==> src/rtl/regfile_wr_arbiter_if.sv <==
// ---------------------------------------------------------------------------
// regfile_wr_arbiter_if
//   Valid/ready write-request channel into the register-file write arbiter.
//   One instance per requester (A = ALU writeback, B = load return).
//
//   Signals:
//     valid  requester has a write this cycle
//     ready  arbiter accepts the write when valid & ready
//     addr   destination register (ADDR_W bits)
//     data   write data (DATA_W bits)
//
//   Modports:
//     master  requester side (drives valid/addr/data, samples ready)
//     slave   arbiter side   (samples valid/addr/data, drives ready)
// ---------------------------------------------------------------------------
interface regfile_wr_arbiter_if #(
    parameter int ADDR_W = 5,
    parameter int DATA_W = 64
);
    logic              valid;
    logic              ready;
    logic [ADDR_W-1:0] addr;
    logic [DATA_W-1:0] data;

    modport master (output valid, output addr, output data, input ready);
    modport slave  (input valid, input addr, input data, output ready);
endinterface

==> src/rtl/regfile_wr_arbiter.sv <==
// ---------------------------------------------------------------------------
// regfile_wr_arbiter
//   Merges two write sources (A = ALU writeback, B = load return) onto the
//   single register-file write port. Each source owns a one-deep hold entry;
//   a 1-bit round-robin pointer picks between them when both are pending,
//   and the winner is registered onto regwrite/wraddr/wrdata.
//
//   Ports:
//     clk       single clock, rising edge
//     reset     synchronous, active-high
//     a         requester A channel (regfile_wr_arbiter_if.slave)
//     b         requester B channel (regfile_wr_arbiter_if.slave)
//     regwrite  register-file write enable
//     wraddr    register-file write address
//     wrdata    register-file write data
//     busy      any hold entry or the output register is valid
//
//   Build option:
//     WRARB_XZR_FILTER_EN  when defined, a granted entry whose address is
//                          all-ones (XZR) retires normally but does not
//                          raise regwrite.
// ---------------------------------------------------------------------------
module regfile_wr_arbiter #(
    parameter int ADDR_W = 5,
    parameter int DATA_W = 64
) (
    input  logic                  clk,
    input  logic                  reset,
    regfile_wr_arbiter_if.slave   a,
    regfile_wr_arbiter_if.slave   b,
    output logic                  regwrite,
    output logic [ADDR_W-1:0]     wraddr,
    output logic [DATA_W-1:0]     wrdata,
    output logic                  busy
);

    typedef enum logic {
        REQ_A = 1'b0,
        REQ_B = 1'b1
    } req_e;

`ifdef WRARB_XZR_FILTER_EN
    function automatic logic is_xzr(input logic [ADDR_W-1:0] addr);
        return &addr;
    endfunction
`endif

    // Hold entries (stage p0)
    logic              a_vld_p0;
    logic [ADDR_W-1:0] a_addr_p0;
    logic [DATA_W-1:0] a_data_p0;
    logic              b_vld_p0;
    logic [ADDR_W-1:0] b_addr_p0;
    logic [DATA_W-1:0] b_data_p0;

    // Output register (stage p1)
    logic              vld_p1;
    logic [ADDR_W-1:0] wraddr_p1;
    logic [DATA_W-1:0] wrdata_p1;

    req_e              last_grant;

    logic              grant_a;
    logic              grant_b;
    logic              accept_a;
    logic              accept_b;
    logic [ADDR_W-1:0] sel_addr;
    logic [DATA_W-1:0] sel_data;
    logic              issue_we;

    // Arbitration looks only at the hold entries, never at the live inputs,
    // so ready does not depend combinationally on valid.
    always_comb begin
        grant_a = 1'b0;
        grant_b = 1'b0;
        if (a_vld_p0 && b_vld_p0) begin
            if (last_grant == REQ_B) grant_a = 1'b1;
            else                     grant_b = 1'b1;
        end else if (a_vld_p0) begin
            grant_a = 1'b1;
        end else if (b_vld_p0) begin
            grant_b = 1'b1;
        end
    end

    // An entry being granted this cycle frees up at the edge, so it can be
    // refilled in the same cycle: this is what lets a lone requester stream.
    assign a.ready  = ~a_vld_p0 | grant_a;
    assign b.ready  = ~b_vld_p0 | grant_b;
    assign accept_a = a.valid & a.ready;
    assign accept_b = b.valid & b.ready;

    assign sel_addr = grant_a ? a_addr_p0 : b_addr_p0;
    assign sel_data = grant_a ? a_data_p0 : b_data_p0;

`ifdef WRARB_XZR_FILTER_EN
    assign issue_we = (grant_a | grant_b) & ~is_xzr(sel_addr);
`else
    assign issue_we = grant_a | grant_b;
`endif

    // p0: hold-entry control; a refill wins over the clear from a grant
    always_ff @(posedge clk) begin
        if (reset) begin
            a_vld_p0   <= 1'b0;
            b_vld_p0   <= 1'b0;
            last_grant <= REQ_B;
        end else begin
            if (accept_a)     a_vld_p0 <= 1'b1;
            else if (grant_a) a_vld_p0 <= 1'b0;
            if (accept_b)     b_vld_p0 <= 1'b1;
            else if (grant_b) b_vld_p0 <= 1'b0;
            if (grant_a)      last_grant <= REQ_A;
            else if (grant_b) last_grant <= REQ_B;
        end
    end

    // p0: hold-entry payload, captured only on accept
    always_ff @(posedge clk) begin
        if (accept_a) begin
            a_addr_p0 <= a.addr;
            a_data_p0 <= a.data;
        end
        if (accept_b) begin
            b_addr_p0 <= b.addr;
            b_data_p0 <= b.data;
        end
    end

    // p1: output register; address/data hold their last value between grants
    always_ff @(posedge clk) begin
        if (reset) begin
            vld_p1    <= 1'b0;
            wraddr_p1 <= '0;
            wrdata_p1 <= '0;
        end else begin
            vld_p1 <= issue_we;
            if (grant_a || grant_b) begin
                wraddr_p1 <= sel_addr;
                wrdata_p1 <= sel_data;
            end
        end
    end

    assign regwrite = vld_p1;
    assign wraddr   = wraddr_p1;
    assign wrdata   = wrdata_p1;
    assign busy     = a_vld_p0 | b_vld_p0 | vld_p1;

endmodule

==> src/flat_wrapper.sv <==
// flat-port wrapper written by rule: the top's interface ports become plain ports
module regfile_wr_arbiter_flat 
#(
    parameter int ADDR_W = 5,
    parameter int DATA_W = 64
)
  (clk, reset, regwrite, wraddr, wrdata, busy, a_valid, a_addr, a_data, a_ready, b_valid, b_addr, b_data, b_ready);
  regfile_wr_arbiter_if #(.ADDR_W(ADDR_W), .DATA_W(DATA_W)) a_i ();
  regfile_wr_arbiter_if #(.ADDR_W(ADDR_W), .DATA_W(DATA_W)) b_i ();
  input  logic clk;
  input  logic reset;
  output logic regwrite;
  output logic [ADDR_W-1:0] wraddr;
  output logic [DATA_W-1:0] wrdata;
  output logic busy;
  input wire logic [$bits(a_i.valid)-1:0] a_valid;
  input wire logic [$bits(a_i.addr)-1:0] a_addr;
  input wire logic [$bits(a_i.data)-1:0] a_data;
  output wire logic [$bits(a_i.ready)-1:0] a_ready;
  input wire logic [$bits(b_i.valid)-1:0] b_valid;
  input wire logic [$bits(b_i.addr)-1:0] b_addr;
  input wire logic [$bits(b_i.data)-1:0] b_data;
  output wire logic [$bits(b_i.ready)-1:0] b_ready;
  assign a_i.valid = a_valid;
  assign a_i.addr = a_addr;
  assign a_i.data = a_data;
  assign a_ready = a_i.ready;
  assign b_i.valid = b_valid;
  assign b_i.addr = b_addr;
  assign b_i.data = b_data;
  assign b_ready = b_i.ready;
  regfile_wr_arbiter #(.ADDR_W(ADDR_W), .DATA_W(DATA_W)) u_core (.clk(clk), .reset(reset), .a(a_i), .b(b_i), .regwrite(regwrite), .wraddr(wraddr), .wrdata(wrdata), .busy(busy));
endmodule
==> config.mk <==
export PLATFORM = sky130hd
export DESIGN_NAME = regfile_wr_arbiter_flat
export DESIGN_NICKNAME = d
export VERILOG_FILES = /design/src/rtl/regfile_wr_arbiter_if.sv /design/src/rtl/regfile_wr_arbiter.sv /design/src/flat_wrapper.sv
export SDC_FILE = /design/constraint.sdc
export NUM_CORES = 1
export LEC_CHECK = 0
export CAP_MARGIN = 30
export CORE_MARGIN = 2
export CORE_UTILIZATION = 50
export CTS_CLUSTER_SIZE = 40
export DETAILED_ROUTE_END_ITERATION = 8
export GPL_ROUTABILITY_DRIVEN = 0
export PLACE_DENSITY = 0.92
export SYNTH_ARGS = -nofsm -noshare
export SYNTH_HDL_FRONTEND = slang
export SYNTH_SLANG_ARGS = --single-unit
==> constraint.sdc <==
create_clock -name clk -period 5.3 [get_ports clk]
set_clock_uncertainty 0.05 [all_clocks]
set_input_delay 0.53 -clock clk [delete_from_list [all_inputs] [get_ports clk]]
set_output_delay 0.53 -clock clk [all_outputs]
set_load 0.01 [all_outputs]
# == Word-level counts from Yosys, hierarchy flattened ==
# Cells that the tools add are included.
# word_totals
register_bits,211
input_bits,142
out_inout_bits,73
wordCells,39
# op_classes
muxes,15
bitwise_logic,9
n_reduce_logical,5
# ops
op,n
64-bit two-way mux,1
1-bit two-way mux,13
2-bit nonzero test,3
5-bit two-way mux,1
1-bit bitwise OR,5
1-bit bitwise AND,2
1-bit inverter,2
1-bit logical AND,1
1-bit logical OR,1

# == Logic depth before layout (Yosys ltp) ==
# logic_depth
ltp_word,6
depth_mapped,6
ltp_nobuf,3

# == Worst setup path after synthesis ==
# No wires, ideal clock.
# synth_path
path_type,reg2reg
startpoint,register u_core.last_grant
endpoint,"register u_core.a_addr_p0[0], enable pin"
setup_time_ns,0.435
t_arrival_ns,2.207
required_time_ns,4.815
slack_ns,2.609
stages_incl_launch_ff,3
path_buffers,0
synth_period_minus_slack_ns,2.691
cell_sequence,dfxtp_1 -> nand3b_1 -> and2_1
# synth_via
elab_chain_cells,4
# synth_lines
element,line,text
"start, declared",regfile_wr_arbiter.sv:61,req_e last_grant;
"start signal, assigned",regfile_wr_arbiter.sv:107,last_grant <= REQ_B;
"start signal, assigned",regfile_wr_arbiter.sv:113,if (grant_a) last_grant <= REQ_A;
"start signal, assigned",regfile_wr_arbiter.sv:114,else if (grant_b) last_grant <= REQ_B;
1-bit two-way mux,regfile_wr_arbiter.sv:77,if (last_grant == REQ_B) grant_a = 1'b1;
1-bit two-way mux,regfile_wr_arbiter.sv:76,if (a_vld_p0 && b_vld_p0) begin
1-bit bitwise OR,regfile_wr_arbiter.sv:88,assign a.ready = ~a_vld_p0 | grant_a;
net a_ready,flat_wrapper.sv:19,output wire logic [$bits(a_i.ready)-1:0] a_ready;
1-bit bitwise AND,regfile_wr_arbiter.sv:90,assign accept_a = a.valid & a.ready;
net u_core.accept_a,regfile_wr_arbiter.sv:65,logic accept_a;
"end signal, assigned",regfile_wr_arbiter.sv:121,a_addr_p0 <= a.addr;
"end, declared",regfile_wr_arbiter.sv:50,logic [ADDR_W-1:0] a_addr_p0;
# The timed path passes the listed nets, and every way through them passes these cells.
# A chain may end at the register's enable or synchronous reset.

# == Worst setup path in the final report ==
# layout_path
startpoint,register u_core.b_vld_p0
endpoint,output port busy
# layout_via
elab_chain_cells,2
# layout_lines
element,line,text
"start, declared",regfile_wr_arbiter.sv:52,logic b_vld_p0;
"start signal, assigned",regfile_wr_arbiter.sv:106,b_vld_p0 <= 1'b0;
"start signal, assigned",regfile_wr_arbiter.sv:111,if (accept_b) b_vld_p0 <= 1'b1;
"start signal, assigned",regfile_wr_arbiter.sv:112,else if (grant_b) b_vld_p0 <= 1'b0;
1-bit bitwise OR (2 in series),regfile_wr_arbiter.sv:148,assign busy = a_vld_p0 | b_vld_p0 | vld_p1;
"end, declared",flat_wrapper.sv:15,output logic busy;
# Every way passes these cells.

==> impl_metrics.json <==
{
  "final_period_minus_worst_setup_slack_ns": 2.385,
  "synth.yosys.seq_area_share": 0.8079,
  "post-route-period-util": 0.4501,
  "cts_tree": "done",
  "finalMaxSlewViolations": 0,
  "cp.required_ns": 4.72,
  "worst_ep_arrival_time_ns": 1.81,
  "peak_supply_drop_uv": 234.6,
  "synth.avg_cell_area_sq_um": 17.84,
  "post_cts.repair.setup_buffers": 0,
  "ys_ff_latch": 211,
  "max_cap_violations": 0,
  "power.leakage_nw": 3.643,
  "die_area_sq_um": 14830,
  "max_freq_mhz": 419.2,
  "placedInstanceArea_sq_um": 9280,
  "first_global_vias": 4493,
  "port-buffer-count": 214,
  "grt_util_all_layers": 0.2222,
  "grt_overflow_total": 0,
  "fp-row-count": 43,
  "worst-setup-path-type": "reg -> out",
  "post-dp-hpwl_um": 10730,
  "cts.hold.buffers_added": 0,
  "floorplan.initialDensity": 0.5057,
  "synth.cell_area_sq_um": 6938,
  "pin_count_of_the_biggest_net_entering_global_routing": 70,
  "ctsLongestPathBuffers": 3,
  "routed-via-count": 4406,
  "cts_htree_levels": 1,
  "rsz0062_at_grt": "no",
  "die_x_um": 121.8,
  "largest_cells_by_area_after_synthesis": "sky130_fd_sc_hd__edfxtp_1, sky130_fd_sc_hd__dfxtp_1, sky130_fd_sc_hd__a221o_1",
  "final_nets": 753,
  "drt_wl_total_um": 17190,
  "synthDistinctLibCells": 20,
  "power.density_nw_per_um2": 368.3,
  "fin_hold_ws_ns": 0.4134,
  "wl_per_cell_um": 21.32,
  "yosysWarnings": 0,
  "max_slew.worst_pin.slew_ns": 0.7011,
  "ant_nets": 0,
  "fillerInstances": 822,
  "antenna_found_initial": 0,
  "global_route_wire_length_before_repair_um": 25030,
  "tritoncts.num_buffers": 21,
  "fin_area_sq_um": 10000,
  "synth_area_leader_cell": "sky130_fd_sc_hd__edfxtp_1",
  "postCtsResizedCells": 0,
  "core-area_sq_um": 13720,
  "synthesis.nets": 531,
  "clk-insertion-delay-late_ns": 0.49,
  "hold_viol": 0,
  "setup.worst_path.start_class": "flop",
  "multi_input_gate_area_sq_um": 1242,
  "pin_count": 215,
  "number_of_cells_produced_by_synthesis": 389,
  "layout_cells_sized_above_1": 0.07029,
  "first_pass_iters": 4,
  "yosysTopAreaCellShare": 0.5973,
  "setup_tns_ns": 0,
  "relSlewSlack": 0.5326,
  "setup_viol": 0,
  "cts.clk_slew.worst_paths_ns": 0.06,
  "numClockSinks": 211,
  "ctsRootBufferMaster": "sky130_fd_sc_hd__clkbuf_16",
  "worstSetupEndpointType": "output port",
  "n_antenna_cell": 0,
  "syn_to_final_growth_pct": 44.17,
  "hold_path.class": "reg -> reg",
  "initialDrtViolationCount": 432,
  "seq_area_sq_um": 5605,
  "run_status": "complete, no violations",
  "drt-vias-per-instance": 5.467,
  "cp_max_fo": 8,
  "drt_drc_violations_left": 0,
  "die_height_um": 121.8
}
## layout make-up
| type | instances | area share |
|---|---|---|
| Inverter | 2 | 0.0007506 |
| Clock buffer | 31 | 0.06030 |
| Clock inverter | 7 | 0.006380 |
| Timing Repair Buffer | 221 | 0.2254 |
| Tap cell | 180 | 0.02252 |
| Sequential cell | 211 | 0.5604 |
| Multi-Input combinational cell | 154 | 0.1242 |
## cells by family (layout without fill, tap and decap cells)
| kind of cell | Yosys count | in the layout | share of synthesized area |
|---|---|---|---|
| DFF | 211 | 211 | 0.8079 |
| buffers and inverters | 24 | 261 | 0.01569 |
| and+or+nand+nor | 82 | 82 | 0.07466 |
| AOI/OAI and AO/OA | 72 | 72 | 0.1017 |
## worst max-delay path: stages, from the launching register on
cell	delay [ns]
sky130_fd_sc_hd__dfxtp_1	0.42
sky130_fd_sc_hd__or3_1	0.41
sky130_fd_sc_hd__clkdlybuf4s50_1	0.49
## report_power, final
group          switching (W)  internal [W]
sequential         0.0000461       0.00187
clock               0.000589      0.000838
combinational       0.000132      0.000211
total               0.000766       0.00292
## per-layer routing
layer  up-vias  routed length (um)  global-route usage
li1       1964                   -                   -
met1      2148                6681              0.2798
met2       253                8272              0.3659
met3        41                1651             0.06554
met4         0                 580             0.08190
met5         -                   0                   0
## synth_stat cells, drive strengths merged
| library cell | count |
|---|---|
| o21ai | 1 |
| buf | 5 |
| nand3b | 1 |
| edfxtp | 138 |
| clkbuf | 17 |
| or3 | 1 |
| nand3 | 1 |
| and3b | 1 |
| nor2b | 1 |
| nand2b | 1 |
| nor2 | 2 |
| nor3 | 1 |
| inv | 2 |
| nor3b | 1 |
| dfxtp | 73 |
| a221o | 69 |
| nand2 | 1 |
| a21oi | 2 |
| and2 | 71 |
## stage by stage
step / utilization / cells / setup WS, ns / power [W]
floorplan: - / 389 / 2.609 / 0.002043
CTS: 0.7250 / 804 / 2.917 / 0.003704
finish: 0.7290 / 806 / 2.915 / 0.003684
detailed placement: 0.6764 / 766 / 2.488 / 0.002282
global placement: 0.6744 / 765 / 2.461 / 0.002258
global route: 0.7290 / 806 / 2.860 / 0.003797
## state kept, by name, summed over array words and instances (netlist names)
register	count
u_core.b_data_p0	64
u_core.regwrite	1
u_core.b_addr_p0	5
u_core.last_grant	1
u_core.a_vld_p0	1
u_core.b_vld_p0	1
u_core.a_data_p0	64
u_core.a_addr_p0	5
u_core.wraddr	5
u_core.wrdata	64
## layout by cell type (no fill, tap or decap), types with 3 or more instances in the layout
master	instances
sky130_fd_sc_hd__edfxtp_1	138
sky130_fd_sc_hd__clkdlybuf4s50_1	214
sky130_fd_sc_hd__clkbuf_1	6
sky130_fd_sc_hd__clkbuf_16	21
sky130_fd_sc_hd__buf_4	4
sky130_fd_sc_hd__dfxtp_1	73
sky130_fd_sc_hd__and2_1	69
sky130_fd_sc_hd__a221o_1	69
sky130_fd_sc_hd__buf_16	3
sky130_fd_sc_hd__clkinv_2	5
sky130_fd_sc_hd__clkbuf_8	4
## worst paths after layout
| check | from | end | slack (ns) | depth (start not counted) |
|---|---|---|---|---|
| setup / recovery | u_core.b_vld_p0 | busy | 2.91 | 2 |
| hold / removal | u_core.a_data_p0[29] | u_core.wrdata[29] | 0.41 | 1 |
| setup reg to reg | u_core.b_vld_p0 | u_core.wrdata[56] | 3.12 | 3 |
| hold reg to reg | u_core.a_data_p0[29] | u_core.wrdata[29] | 0.41 | 1 |
Note: power is estimated with default switching activity, not from simulation.
